<file path="src/rtl/alu_sequencer.sv">
// Control sequencer for the shared-bus ALU: accepts one register-to-register
// instruction, then steps through operand loads, execute and write-back.
module alu_sequencer #(
  parameter int NUM_REGS = 8
) (
  input  logic                clk,
  input  logic                reset,
  input  logic [15:0]         instr,
  input  logic                instr_valid,
  output logic                instr_ready,
  output logic [NUM_REGS-1:0] reg_tsb_out,
  output logic [NUM_REGS-1:0] reg_in_en,
  output logic                ALU_in1,
  output logic                ALU_in2,
  output logic [3:0]          opControl,
  output logic                ALU_outen,
  output logic                ALU_tsb_out,
  output logic                busy,
  output logic                done,
  output logic                err
);

  typedef enum logic [2:0] {
    S_IDLE, S_LOAD1, S_LOAD2, S_EXEC, S_WB, S_DONE, S_ERR
  } state_t;

  localparam logic [4:0]          NREGS = 5'(NUM_REGS);
  localparam logic [NUM_REGS-1:0] ONE   = NUM_REGS'(1);

  state_t              state_q, state_d;
  logic [15:0]         instr_q, instr_d;
  logic [NUM_REGS-1:0] reg_tsb_out_q, reg_tsb_out_d;
  logic [NUM_REGS-1:0] reg_in_en_q, reg_in_en_d;
  logic                alu_in1_q, alu_in1_d;
  logic                alu_in2_q, alu_in2_d;
  logic [3:0]          opcontrol_q, opcontrol_d;
  logic                alu_outen_q, alu_outen_d;
  logic                alu_tsb_out_q, alu_tsb_out_d;
  logic                busy_q, busy_d;
  logic                done_q, done_d;
  logic                err_q, err_d;
  logic                accept;
  logic                bad_idx;

  assign instr_ready = (state_q == S_IDLE);
  assign accept      = instr_valid & instr_ready;
  assign bad_idx     = ({1'b0, instr[11:8]} >= NREGS) |
                       ({1'b0, instr[7:4]}  >= NREGS) |
                       ({1'b0, instr[3:0]}  >= NREGS);

  always_comb begin
    state_d = state_q;
    instr_d = instr_q;
    case (state_q)
      S_IDLE: begin
        if (accept) begin
          instr_d = instr;
          state_d = bad_idx ? S_ERR : S_LOAD1;
        end
      end
      S_LOAD1: state_d = S_LOAD2;
      S_LOAD2: state_d = S_EXEC;
      S_EXEC:  state_d = S_WB;
      S_WB:    state_d = S_DONE;
      default: state_d = S_IDLE;
    endcase

    // Outputs are decoded from the next state so they appear registered
    // in the same cycle the state does.
    reg_tsb_out_d = '0;
    reg_in_en_d   = '0;
    alu_in1_d     = 1'b0;
    alu_in2_d     = 1'b0;
    alu_outen_d   = 1'b0;
    alu_tsb_out_d = 1'b0;
    done_d        = 1'b0;
    err_d         = 1'b0;
    busy_d        = (state_d != S_IDLE);
    opcontrol_d   = (state_d == S_IDLE) ? opcontrol_q : instr_d[15:12];
    case (state_d)
      S_LOAD1: begin
        reg_tsb_out_d = ONE << instr_d[7:4];
        alu_in1_d     = 1'b1;
      end
      S_LOAD2: begin
        reg_tsb_out_d = ONE << instr_d[3:0];
        alu_in2_d     = 1'b1;
      end
      S_EXEC:  alu_outen_d = 1'b1;
      S_WB: begin
        alu_tsb_out_d = 1'b1;
        reg_in_en_d   = ONE << instr_d[11:8];
      end
      S_DONE:  done_d = 1'b1;
      S_ERR:   err_d  = 1'b1;
      default: ;
    endcase
  end

  always_ff @(posedge clk or negedge reset) begin
    if (!reset) begin
      state_q       <= S_IDLE;
      instr_q       <= '0;
      reg_tsb_out_q <= '0;
      reg_in_en_q   <= '0;
      alu_in1_q     <= 1'b0;
      alu_in2_q     <= 1'b0;
      opcontrol_q   <= '0;
      alu_outen_q   <= 1'b0;
      alu_tsb_out_q <= 1'b0;
      busy_q        <= 1'b0;
      done_q        <= 1'b0;
      err_q         <= 1'b0;
    end else begin
      state_q       <= state_d;
      instr_q       <= instr_d;
      reg_tsb_out_q <= reg_tsb_out_d;
      reg_in_en_q   <= reg_in_en_d;
      alu_in1_q     <= alu_in1_d;
      alu_in2_q     <= alu_in2_d;
      opcontrol_q   <= opcontrol_d;
      alu_outen_q   <= alu_outen_d;
      alu_tsb_out_q <= alu_tsb_out_d;
      busy_q        <= busy_d;
      done_q        <= done_d;
      err_q         <= err_d;
    end
  end

  assign reg_tsb_out = reg_tsb_out_q;
  assign reg_in_en   = reg_in_en_q;
  assign ALU_in1     = alu_in1_q;
  assign ALU_in2     = alu_in2_q;
  assign opControl   = opcontrol_q;
  assign ALU_outen   = alu_outen_q;
  assign ALU_tsb_out = alu_tsb_out_q;
  assign busy        = busy_q;
  assign done        = done_q;
  assign err         = err_q;

endmodule

</file>
<file path="config.mk">
export PLATFORM = sky130hd
export DESIGN_NAME = alu_sequencer
export DESIGN_NICKNAME = d
export VERILOG_FILES = /design/src/rtl/alu_sequencer.sv
export SDC_FILE = /design/constraint.sdc
export NUM_CORES = 1
export LEC_CHECK = 0
export ABC_AREA = 1
export CAP_MARGIN = 15
export CELL_PAD_IN_SITES_DETAIL_PLACEMENT = 0
export CELL_PAD_IN_SITES_GLOBAL_PLACEMENT = 2
export CORE_UTILIZATION = 31
export DETAILED_ROUTE_END_ITERATION = 10
export PLACE_DENSITY_LB_ADDON = 0.15
export SKIP_CTS_REPAIR_TIMING = 1
export SLEW_MARGIN = 10
export SYNTH_ARGS = -nofsm -noshare
export SYNTH_HDL_FRONTEND = slang
export SYNTH_SLANG_ARGS = --single-unit
</file>
<file path="constraint.sdc">
create_clock -name clk -period 3.76 [get_ports clk]
set_input_delay 0.752 -clock clk [delete_from_list [all_inputs] [get_ports clk]]
set_output_delay 0.752 -clock clk [all_outputs]
set_load 0.03 [all_outputs]
</file>
==> results.md, run 1 <==
Yosys:
- The main combinational cell family by area after synthesis is simple AND/OR/NAND/NOR gates.
- Of the post-synthesis cell area, the part taken by muxes is 0.
- The post-synthesis net count is 220.
- The number of flops mapped to enable cells by yosys is 0.
- The synthesized netlist contains 18 unique library cells.
- The async set-or-reset flop fraction in the synthesized netlist is 1.000.
- The synthesized design contains 45 register bits.
- The complex-gate fraction of the synthesized area is 0.02834.
- The cell count after synthesis came out at approximately 200.
- The most used flip-flop cell after synthesis is dfrtp_1.
- The number of synthesis warnings is 0.
- Each instance of the synthesized netlist takes up on average 9.225 µm².
- The cell area that synthesis handed to floorplanning was 1854 µm².
- The sequential element share of the synthesized area is 0.6073.
- Of the total synthesized cell area, the portion taken by XOR and XNOR cells is 0.
- Of the total synthesized cell area, the portion taken by AND, OR, NAND and NOR gates is 0.3023.
- Of the total synthesized cell area, the portion taken by full adders, half adders and majority gates is 0.

Layout:
- The multi-input logic area is a little over 600 µm².
- Across the whole layout, storage elements account for 1126 µm².
- Excluding fillers, the count of instances in the completed layout stands at ~320.
- The layout-stage area growth over the synthesis result is 34.89%.
- 0 antenna diodes ended up in the layout.
- The final standard cell utilization of the core is 0.4433.
- The fraction of final layout cells with drive strength greater than 1 is 0.1195.
- Counting the fill cells in the layout gives 554.
- The count of nets after finishing is 269.
- After routing the design area is 2501 µm².

Clock network:
- Clock tree synthesis selected as its root buffer the cell clkbuf_8.
- CTS saw 45 sinks.
- Clock latency on the worst-skew pair, taken at its later pin, is between 200 and 300 ps.
- The clock tree buffer depth is 2.
- After clock tree synthesis, the clock-pin slew on the worst setup and hold paths is around 80 ps.
- The clock tree synthesis step divided the H-tree into 2 levels.
- TritonCTS built the clock tree.
- The total CTS buffers is 5.

Route:
- Dividing the detail-routed wire length by the instance count gives 11.62 µm.
- The violation count after the first detailed-routing iteration is 55.
- The first detailed-routing pass ran for 4 iterations.
- In the routed design, unresolved DRC markers number 0.
- The post-detailed-route count of antenna-violating nets is 0.
- The post-detailed-routing wire length is 3754 µm.
- Across all layers, the routed design uses between 1000 and 1500 vias.
- Dividing the detail-routed via count by the number of cells gives 4.272.

Timing:
- The clock period could shrink to 2573 ps.
- For the final database, setup skew stands at 5.018 ps.
- Setup repair after global routing left no endpoint under its margin.
- Adding up every negative setup slack in the final design gives 0 ps.
- The final number of max-transition violations is 0.
- In the finished design, the share of the clock period the worst path needs comes to 0.6844.
- The upper clock frequency limit is 388.6 MHz.
- For the pin with the worst max-slew slack, the measured transition is slightly below 1000 ps.
- The total of endpoints with negative setup slack in the final report is 0.
- The post-route worst hold slack is 481.4 ps.
- The total count of hold-check failures in the final report was 0.
- The worst max-slew margin expressed relative to the limit is 0.3542.

Job:
- The tool flagged a number of max-cap violations equal to 0.

Place:
- After detailed placement, the design holds a cell count of 315.
- The area after detailed placement is ~2400 µm².
- The total of buffers placed on input and output ports is 46.
- Routability-driven placement finished with a final weighted congestion of 0.7619.
- The placed wire-length estimate after detailed placement is ~2800 µm.

Outcome:
- The flow ran to the end, and the final reports show no timing, DRC or antenna violations.

Setup path:
- Of all nets on the critical path, the largest fanout is 9.
- The worst setup path category is reg -> out.
- The number of buffer and inverter instances along the worst setup path is 2.
- The data required time at the worst endpoint is 3010 ps.
- In this run the register-to-register setup slack is 1990 ps.
- The startpoint identified for the worst register-to-register timing path is state_q[0]$_DFF_PN0_.
- In this run the critical register-to-register path is captured at reg_tsb_out[7]$_DFF_PN0_.
- Data on the critical path arrives at its endpoint at 1820 ps.
- The slowest stage of the critical path belongs to the cell clkdlybuf4s50_1.
- Measured in cells, the most critical reg-to-reg path has a length of 7.
- The critical path goes through nor2_4, nand2_1, inv_1, clkdlybuf4s50_1.
- The nature of the critical path endpoint is an output pin.
- For this run, the slowest stage of the critical path takes ~660 ps.
- The dominant delay contributor by cell family on the critical path is buffers and inverters.
- STA classifies the critical path startpoint as a register.

Floorplan:
- Row generation in the floorplan step produced 27 rows.
- The vertical die dimension is a little under 80 µm.
- The chip width is 79.34 µm.
- The region available for standard cell placement spans between 5000 and 6000 µm².
- The I/O pin total is 47.
- The area of the die is 6295 µm².
- For this configuration, the core starts out at a cell density of 0.3287.

Worst hold path:
- In this run the most critical hold path is launched from instr_q[3]$_DFF_PN0_.
- The tightest min-delay check is of the reg -> reg type.
- The endpoint with the worst hold slack is instr_q[3]$_DFF_PN0_.
- The worst hold path was traced through 2 stages.

Global routing:
- The maximum number of pins on one net before global-route repair is 46.
- The via count of the first global-routing pass is 1380.
- The remaining global-route overflow is 0.
- In the global route stage, overall resource usage came out at 0.1381.
- The initial antenna violation count was 0.
- The first global-routing pass estimated 6561 µm of wire.

Power:
- The total leakage power is between 1 and 1.5 nW.
- The power density over the cells is 806.4 nW/µm².
- IR analysis of the VDD net gives a maximum drop of around 0.37 mV.
where the power goes:
part,leakage [nW],switching (mW),internal [mW]
Combinational,0.599,0.600,0.302
Sequential,0.582,0.0623,0.632
Clock,0.0681,0.157,0.264
registers in the layout (all words and copies together), names as in the netlist, 3 cells and up:
| signal | cells |
|---|---|
| state_q | 3 |
| reg_tsb_out | 8 |
| opControl | 4 |
| reg_in_en | 8 |
| instr_q | 15 |
per-layer routing:
metal / vias up / part of all wire / GRT usage
met3: 6 / 0.056 / 0.03678
met1: 612 / 0.48 / 0.1965
met4: 0 / 0.014 / 0.04364
met2: 43 / 0.45 / 0.2034
met5: - / 0 / 0
li1: 719 / - / -
cell type report:
cell class / instances / area share
sequential: 45 / 0.4502
multi-input combinational: 130 / 0.2451
clock inverter: 3 / 0.02601
inverter: 22 / 0.03302
tap: 72 / 0.03602
clock buffer: 5 / 0.02751
timing repair buffer: 46 / 0.1821
worst register-to-register path, cell delays in order, from the launching register on:
cell	delay (ps)
dfrtp_1	440
nor2_4	250
nand3_4	300
nor2_1	330
inv_1	90
nand2_2	90
nand2_2	80
nor2_1	110
cell usage in the layout, fill, tap and decap left out, drive strengths merged:
cell type      count
nand3             18
clkdlybuf4s50     45
nand4              7
inv               22
dfrtp             45
nor2              27
nand2             72
buf                1
clkbuf             5
bufinv             2
o21ai              6
clkinv             1
cell usage after synthesis (2+ instances only):
master / number / area share
nand2_1: 68 / 0.14
nand3_1: 13 / 0.035
nand2_2: 4 / 0.013
dfrtp_1: 45 / 0.61
inv_2: 5 / 0.010
nand3_2: 4 / 0.022
buf_2: 2 / 0.0054
buf_6: 2 / 0.012
o21ai_2: 3 / 0.014
inv_1: 17 / 0.034
nor2_1: 24 / 0.049
nand4_1: 7 / 0.024
nor2_2: 2 / 0.0067
stage by stage:
step | power (mW) | setup slack [ps]
finish | 2.017 | 1187
global route | 2.189 | 1058
CTS | 2.048 | 1157
detailed placement | 1.617 | 1209
global placement | 1.623 | 1243
floorplan | 1.345 | 2087
worst max-delay path by stage:
stage                     depth (start not counted)  slack, ps            startpoint                  endpoint
after floorplan                                   3       2090  state_q[0]$_DFF_PN0_               instr_ready
after global placement                            7       1240           instr_valid  reg_tsb_out[7]$_DFF_PN0_
after detailed placement                          7       1210           instr_valid  reg_tsb_out[7]$_DFF_PN0_
after CTS                                         4       1160  state_q[0]$_DFF_PN0_               instr_ready
after global routing                              4       1060  state_q[0]$_DFF_PN0_               instr_ready
final                                             4       1190  state_q[0]$_DFF_PN0_               instr_ready
logic make-up after synthesis:
family | count (synthesis)
simple gates | 124
buf+inv | 26
compound gates | 6
flops | 45
Note: power is estimated with default switching activity, not from simulation.
==> inputs of run 2 (changes only) <==
--- a/config.mk
+++ b/config.mk
@@ -9,7 +9,7 @@
 export CAP_MARGIN = 15
 export CELL_PAD_IN_SITES_DETAIL_PLACEMENT = 0
 export CELL_PAD_IN_SITES_GLOBAL_PLACEMENT = 2
-export CORE_UTILIZATION = 31
+export CORE_UTILIZATION = 28
 export DETAILED_ROUTE_END_ITERATION = 10
 export PLACE_DENSITY_LB_ADDON = 0.15
 export SKIP_CTS_REPAIR_TIMING = 1
==> constraint.sdc (replaced) <==
create_clock -name clk -period 2.55 [get_ports clk]
set_input_delay 0.51 -clock clk [delete_from_list [all_inputs] [get_ports clk]]
set_output_delay 0.51 -clock clk [all_outputs]
set_load 0.03 [all_outputs]
==> results.md, run 2 (synthesis gave the netlist of run 1 again) <==
Timing:
- The worst clock skew is 5.964 ps.
- The post-route worst hold slack is 119.9 ps.
- The pin slew with the least headroom to its limit is between 300 and 400 ps.
- The final number of max-transition violations is 0.
- The total count of hold-check failures in the final report is 0.
- The setup TNS after final layout is 0 ps.
- Setup slack closes at 189.7 ps.
- The upper clock frequency limit is ~420 MHz.
- Setup repair after global routing left no endpoint under its margin.
- The clock period could shrink to 2360 ps.
- The total of endpoints with negative setup slack in the final report is 0.
- Headroom to the max-slew limit came out at 0.7383.
- The final worst-path cycle share is 0.9256.

Place:
- During placement, the flow inserted port buffers numbering 46.
- The worst slack after detailed placement is approximately 460 ps.
- At the end of routability-driven placement, the weighted congestion stood at 0.6753.
- The placed wire-length estimate after detailed placement is 3183 µm.
- The area after detailed placement is 2404 µm².

Route:
- Dividing the detail-routed via count by the number of cells gives 4.343.
- In the final routed layout, each cell accounts on average for 12.51 µm.
- For this block, the via count after detailed routing is 1442.
- The detailed-router iteration count before antenna repair is 4.
- The violation count after the first detailed-routing iteration is 49.
- The post-detailed-route count of antenna-violating nets is 0.
- The number of remaining DRC errors is 0.
- The final layout contains routed wiring with a total length of around 4200 µm.

Clock network:
- In this run the clock root is driven by a clkbuf_8.
- Clock-pin slew was measured on the worst setup and hold paths at 90 ps.
- The clock network latency to the later pin of the worst-skew pair is 300 ps.
- The total CTS buffers is 5.
- The maximum level of the CTS H-tree is 2.
- The CTS tree is yes.
- The clock tree buffer depth is 2.
- The number of sinks handled by clock tree synthesis is 45.

Setup path:
- Together, buffers and inverters on the worst path number 2.
- The slowest stage of the critical path belongs to the cell clkdlybuf4s50_1.
- At the worst endpoint, the arrival time is 1850 ps.
- The dominant delay contributor by cell family on the critical path is buffers and inverters.
- By startpoint and endpoint, the worst setup path is classified as reg -> out.
- Traced cell by cell, the critical path runs through nor2_4, nand2_1, inv_1, clkdlybuf4s50_1.
- For this run, the slowest stage of the critical path takes 660 ps.
- At the worst endpoint, the required time is between 2000 and 2500 ps.
- Along the worst path, the maximum fanout reaches 9.
- The worst setup path is captured at an output pin.
- STA classifies the critical path startpoint as a register.

Layout:
- 0 antenna diodes ended up in the layout.
- The final design instance area without fill is 2519 µm².
- In the layout the commonest cells are 68 x nand2_1, 45 x dfrtp_1, 45 x clkdlybuf4s50_1.
- Relative to the synthesized area, the layout overhead comes to 35.83%.
- The library cell used most frequently in the layout, excluding fill and tap cells, is nand2_1.
- Fill cells in the final layout number 687.
- The number of flip-flops in the largest register is 15.
- The register name with the most flops is instr_q.
- The fraction of final layout cells with drive strength greater than 1 is 0.1333.
- The count of nets after finishing is roughly 270.

Outcome:
- The flow ran to the end, and the final reports show no timing, DRC or antenna violations.

Global routing:
- In the global route stage, overall resource usage came out at 0.1300.
- The global-route wire length before repair is approximately 7000 µm.
- The via count of the first global-routing pass was about 1400.
- Global routing finished with a remaining overflow of 0.
- The initial antenna violation count is 0.
- Entering global routing, the biggest net connects 23 pins.

Floorplan:
- The vertical die dimension is 83.38 µm.
- The cell row count is 29.
- During I/O placement, the number of pins put on the boundary was 47.
- Measured along the x axis, the die boundary spans 83.38 µm.
- The floorplan step defined a die boundary enclosing 6952 µm².
- The initial utilization of the core area, before any placement, comes to 0.2904.
- After floorplanning, the core was sized to cover 6386 µm².

Job:
- Across the run, the number of max-cap violations was 0.

Worst hold path:
- The path category of the worst min-delay check is in -> async.

Power:
- Power comes to slightly below 3 mW.
- Across the VDD grid, the largest voltage drop is 0.4665 mV.
- For this design the ratio of total power to cell area is approximately 1200 nW/µm².
- The analysis attributes to cell leakage a power of 1.255 nW.
## run 2: cell types whose count changed in the layout (fill, tap and decap cells not counted)
cell / before / now
clkinvlp_4: 0 / 1
clkinv_2: 1 / 0
bufinv_16: 2 / 1
clkinv_4: 0 / 1
buf_4: 0 / 4
## run 2: report_power, final
part | total, mW | internal [mW] | switching (mW)
clock | 0.545 | 0.293 | 0.251
combinational | 1.35 | 0.454 | 0.892
sequential | 1.02 | 0.932 | 0.0894
total | 2.91 | 1.68 | 1.23
## run 2: stage by stage
step	instances	util
2_1_floorplan	201	-
3_3_place_gp	324	0.3764
6_report	332	0.3944
5_1_grt	332	0.3944
3_5_place_dp	324	0.3764
4_1_cts	332	0.3944
## run 2: final cells by class
cell class                      instances  area, µm²  area share
Clock buffer                            5      68.82     0.02732
Clock inverter                          3      46.29     0.01838
Inverter                               22      82.58     0.03279
Tap cell                               77      96.34     0.03825
Sequential cell                        45       1126      0.4471
Multi-Input combinational cell        130      613.1      0.2434
Timing Repair Buffer                   50      485.5      0.1927
## run 2: metal layers
metal | GRT usage | wire length [µm] | up-vias
li1 | - | - | 728
met1 | 0.1777 | 1951 | 678
met2 | 0.2049 | 1995 | 32
met3 | 0.03678 | 162 | 4
met4 | 0.02821 | 43 | 0
met5 | 0 | 0 | -
## run 2: path summary, 6_finish.rpt
path / slack (ps) / start / depth (start not counted) / to
max: 190 / state_q[0]$_DFF_PN0_ / 4 / instr_ready
min: 120 / reset / 1 / reg_in_en[1]$_DFF_PN0_
max reg2reg: 790 / state_q[0]$_DFF_PN0_ / 7 / reg_tsb_out[7]$_DFF_PN0_
min reg2reg: 480 / instr_q[3]$_DFF_PN0_ / 2 / instr_q[3]$_DFF_PN0_
max in group asynchronous: 1860 / reset / 2 / state_q[0]$_DFF_PN0_
min in group clk: 480 / instr_q[3]$_DFF_PN0_ / 2 / instr_q[3]$_DFF_PN0_
==> inputs of run 3 (changes only) <==
--- a/config.mk
+++ b/config.mk
@@ -9,9 +9,11 @@
 export CAP_MARGIN = 15
 export CELL_PAD_IN_SITES_DETAIL_PLACEMENT = 0
 export CELL_PAD_IN_SITES_GLOBAL_PLACEMENT = 2
+export CORE_MARGIN = 3
 export CORE_UTILIZATION = 28
 export DETAILED_ROUTE_END_ITERATION = 10
 export PLACE_DENSITY_LB_ADDON = 0.15
+export RECOVER_POWER = 50
 export SKIP_CTS_REPAIR_TIMING = 1
 export SLEW_MARGIN = 10
 export SYNTH_ARGS = -nofsm -noshare
==> results.md, run 3 (synthesis gave the netlist of run 1 again) <==
Outcome:
- The run finished with clean final reports.

Place:
- The count of placed standard cells including taps is 321.
- Port buffering added 46 buffers.
- The area after detailed placement is 2394 µm².
- OpenSTA, run right after detailed placement, puts the worst setup slack at between 150 and 200 ps.
- The final weighted congestion of routability-driven global placement is 0.7817.
- The placed wire-length estimate after detailed placement is just over 3000 µm.

Route:
- The number of remaining DRC errors is 0.
- The first routing iteration left about 70 violations.
- The routed wire length per instance is between 10 and 15 µm.
- The count of nets left with antenna violations once routing finished came out at 0.
- The total via count after detailed routing is 1426.
- In the routed layout, each cell is associated on average with a via count of 4.334.
- The final layout contains routed wiring with a total length of 4140 µm.
- The detailed-router iteration count before antenna repair is 4.

Floorplan:
- The die covers 7635 µm².
- The I/O pin total is 47.
- The chip width is 87.38 µm.
- The floorplan has 29 rows.
- The die is 87.38 µm tall.
- The initial core utilization is 0.2904.
- The core region is between 6000 and 7000 µm².

Setup path:
- The worst setup path is captured at an output pin.
- Data arrives at the worst endpoint at approximately 1900 ps.
- The origin of the critical flop-to-flop path is state_q[1]$_DFF_PN0_.
- The worst setup path is of the reg -> out kind.
- The worst-case reg-to-reg path depth is 7.
- The data required time at the worst endpoint is 2040 ps.
- The worst setup path is launched from a register.
- Along the worst path, the maximum fanout reaches 9.
- The capturing point of the worst reg2reg path is reg_tsb_out[6]$_DFF_PN0_.
- The internal reg-to-reg setup slack is 780 ps.

Layout:
- The number of flip-flops in the largest register is 15.
- The finished cells cover approximately 2500 µm².
- In the layout the commonest cells are 68 x nand2_1, 45 x dfrtp_1, 44 x clkdlybuf4s50_1.
- Fill cells in the final layout number 667.
- The count of nets after finishing is 270.
- The fraction of final layout cells with drive strength greater than 1 is 0.1190.
- The register name with the most flops is instr_q.
- The final standard cell utilization of the core is 0.3858.
- The layout-stage area growth over the synthesis result is 32.86%.
- The most frequent standard cell in the layout excluding fill and tap cells is nand2_1.
- The non-filler instance count after layout is 329.
- The number of antenna repair diodes is 0.

Clock network:
- The number of sinks handled by clock tree synthesis is 45.
- For the worst-skew pair, the clock arrives at the later sink with an insertion delay of 300 ps.
- CTS built an H-tree with a depth of 2.
- After clock tree synthesis, the clock-pin slew on the worst setup and hold paths is 90 ps.
- TritonCTS built the clock tree.
- The total CTS buffers is 5.
- In this run the deepest clock path goes through 2 buffers.
- In this run the clock root is driven by a clkbuf_8.

Job:
- Max-cap violations in this run came to 0.

Power:
- The analysis attributes to cell leakage a power of 1.228 nW.
- Total power for the finished layout comes to 2.807 mW.
- The power density over the cells is approximately 1100 nW/µm².
- Across the VDD grid, the largest voltage drop is 0.5348 mV.

Global routing:
- The total routing resource utilization after global routing is 0.1177.
- The layer flagged by global routing as most heavily used is met2.
- Entering global routing, the biggest net connects 46 pins.
- The initial antenna violation count is 0.
- The global routing usage on met3 is 0.02744.
- For this run, global-route usage on met1 was measured as 0.1558.
- For met2 alone, demand over resource in global routing was 0.1822.
- The via count of the first global-routing pass is 1412.
- After global routing the overflow that remains totals 0.
- The first global-routing pass estimated 6879 µm of wire.

Timing:
- Headroom to the max-slew limit came out at 0.2769.
- Setup repair after global routing left no endpoint under its margin.
- The worst path meets setup with between 150 and 200 ps of slack.
- Hold timing on the final database bottoms out at a slack of 467.2 ps.
- The final worst-path cycle share is 0.9273.
- For the pin with the worst max-slew slack, the measured transition is 1085 ps.
- The final number of max-transition violations is 0.
- Adding up every negative setup slack in the final design gives 0 ps.
- The total count of hold-check failures in the final report is 0.
- The worst clock skew is roughly 6.4 ps.
- Setup violations remaining at the end of the flow were counted as 0.
- Timing would allow up to 422.9 MHz.
- The worst path needs 2365 ps of the cycle, external delays included.

Worst hold path:
- The path category of the worst min-delay check is in -> async.
run 3: critical path, cell delays in order, from the launching register on:
cell,delay [ps]
dfrtp_1,460
nor2_4,240
nand2_1,110
inv_1,70
clkdlybuf4s50_1,670
run 3: worst max path at each step:
| stage | from | to | slack (ps) | cells after the start |
|---|---|---|---|---|
| global placement | instr_valid | reg_tsb_out[6]$_DFF_PN0_ | 250 | 7 |
| floorplan | state_q[0]$_DFF_PN0_ | instr_ready | 1120 | 3 |
| finish | state_q[1]$_DFF_PN0_ | instr_ready | 190 | 4 |
| detailed placement | instr_valid | reg_tsb_out[6]$_DFF_PN0_ | 200 | 7 |
| global route | state_q[1]$_DFF_PN0_ | instr_ready | 110 | 4 |
| CTS | state_q[0]$_DFF_PN0_ | instr_ready | 160 | 4 |
run 3: cell type report:
cell class,instances,area [µm²],area share
timing repair buffer,47,460.4,0.1869
clock inverter,3,21.27,0.008634
sequential,45,1126,0.4571
tap,77,96.34,0.03911
clock buffer,5,68.82,0.02793
multi-input combinational,130,608.1,0.2468
inverter,22,82.58,0.03352
run 3: report_power, final:
part           internal [mW]  total, mW  switching [mW]
clock network          0.195      0.457           0.262
logic                  0.442       1.33           0.887
registers              0.932       1.02          0.0897
run 3: layer usage:
layer	routed length, µm	share of wire	up-vias
met4	66	0.016	0
met1	1917	0.46	661
met2	1931	0.47	38
met3	224	0.054	7
met5	0	0	-
li1	-	-	720
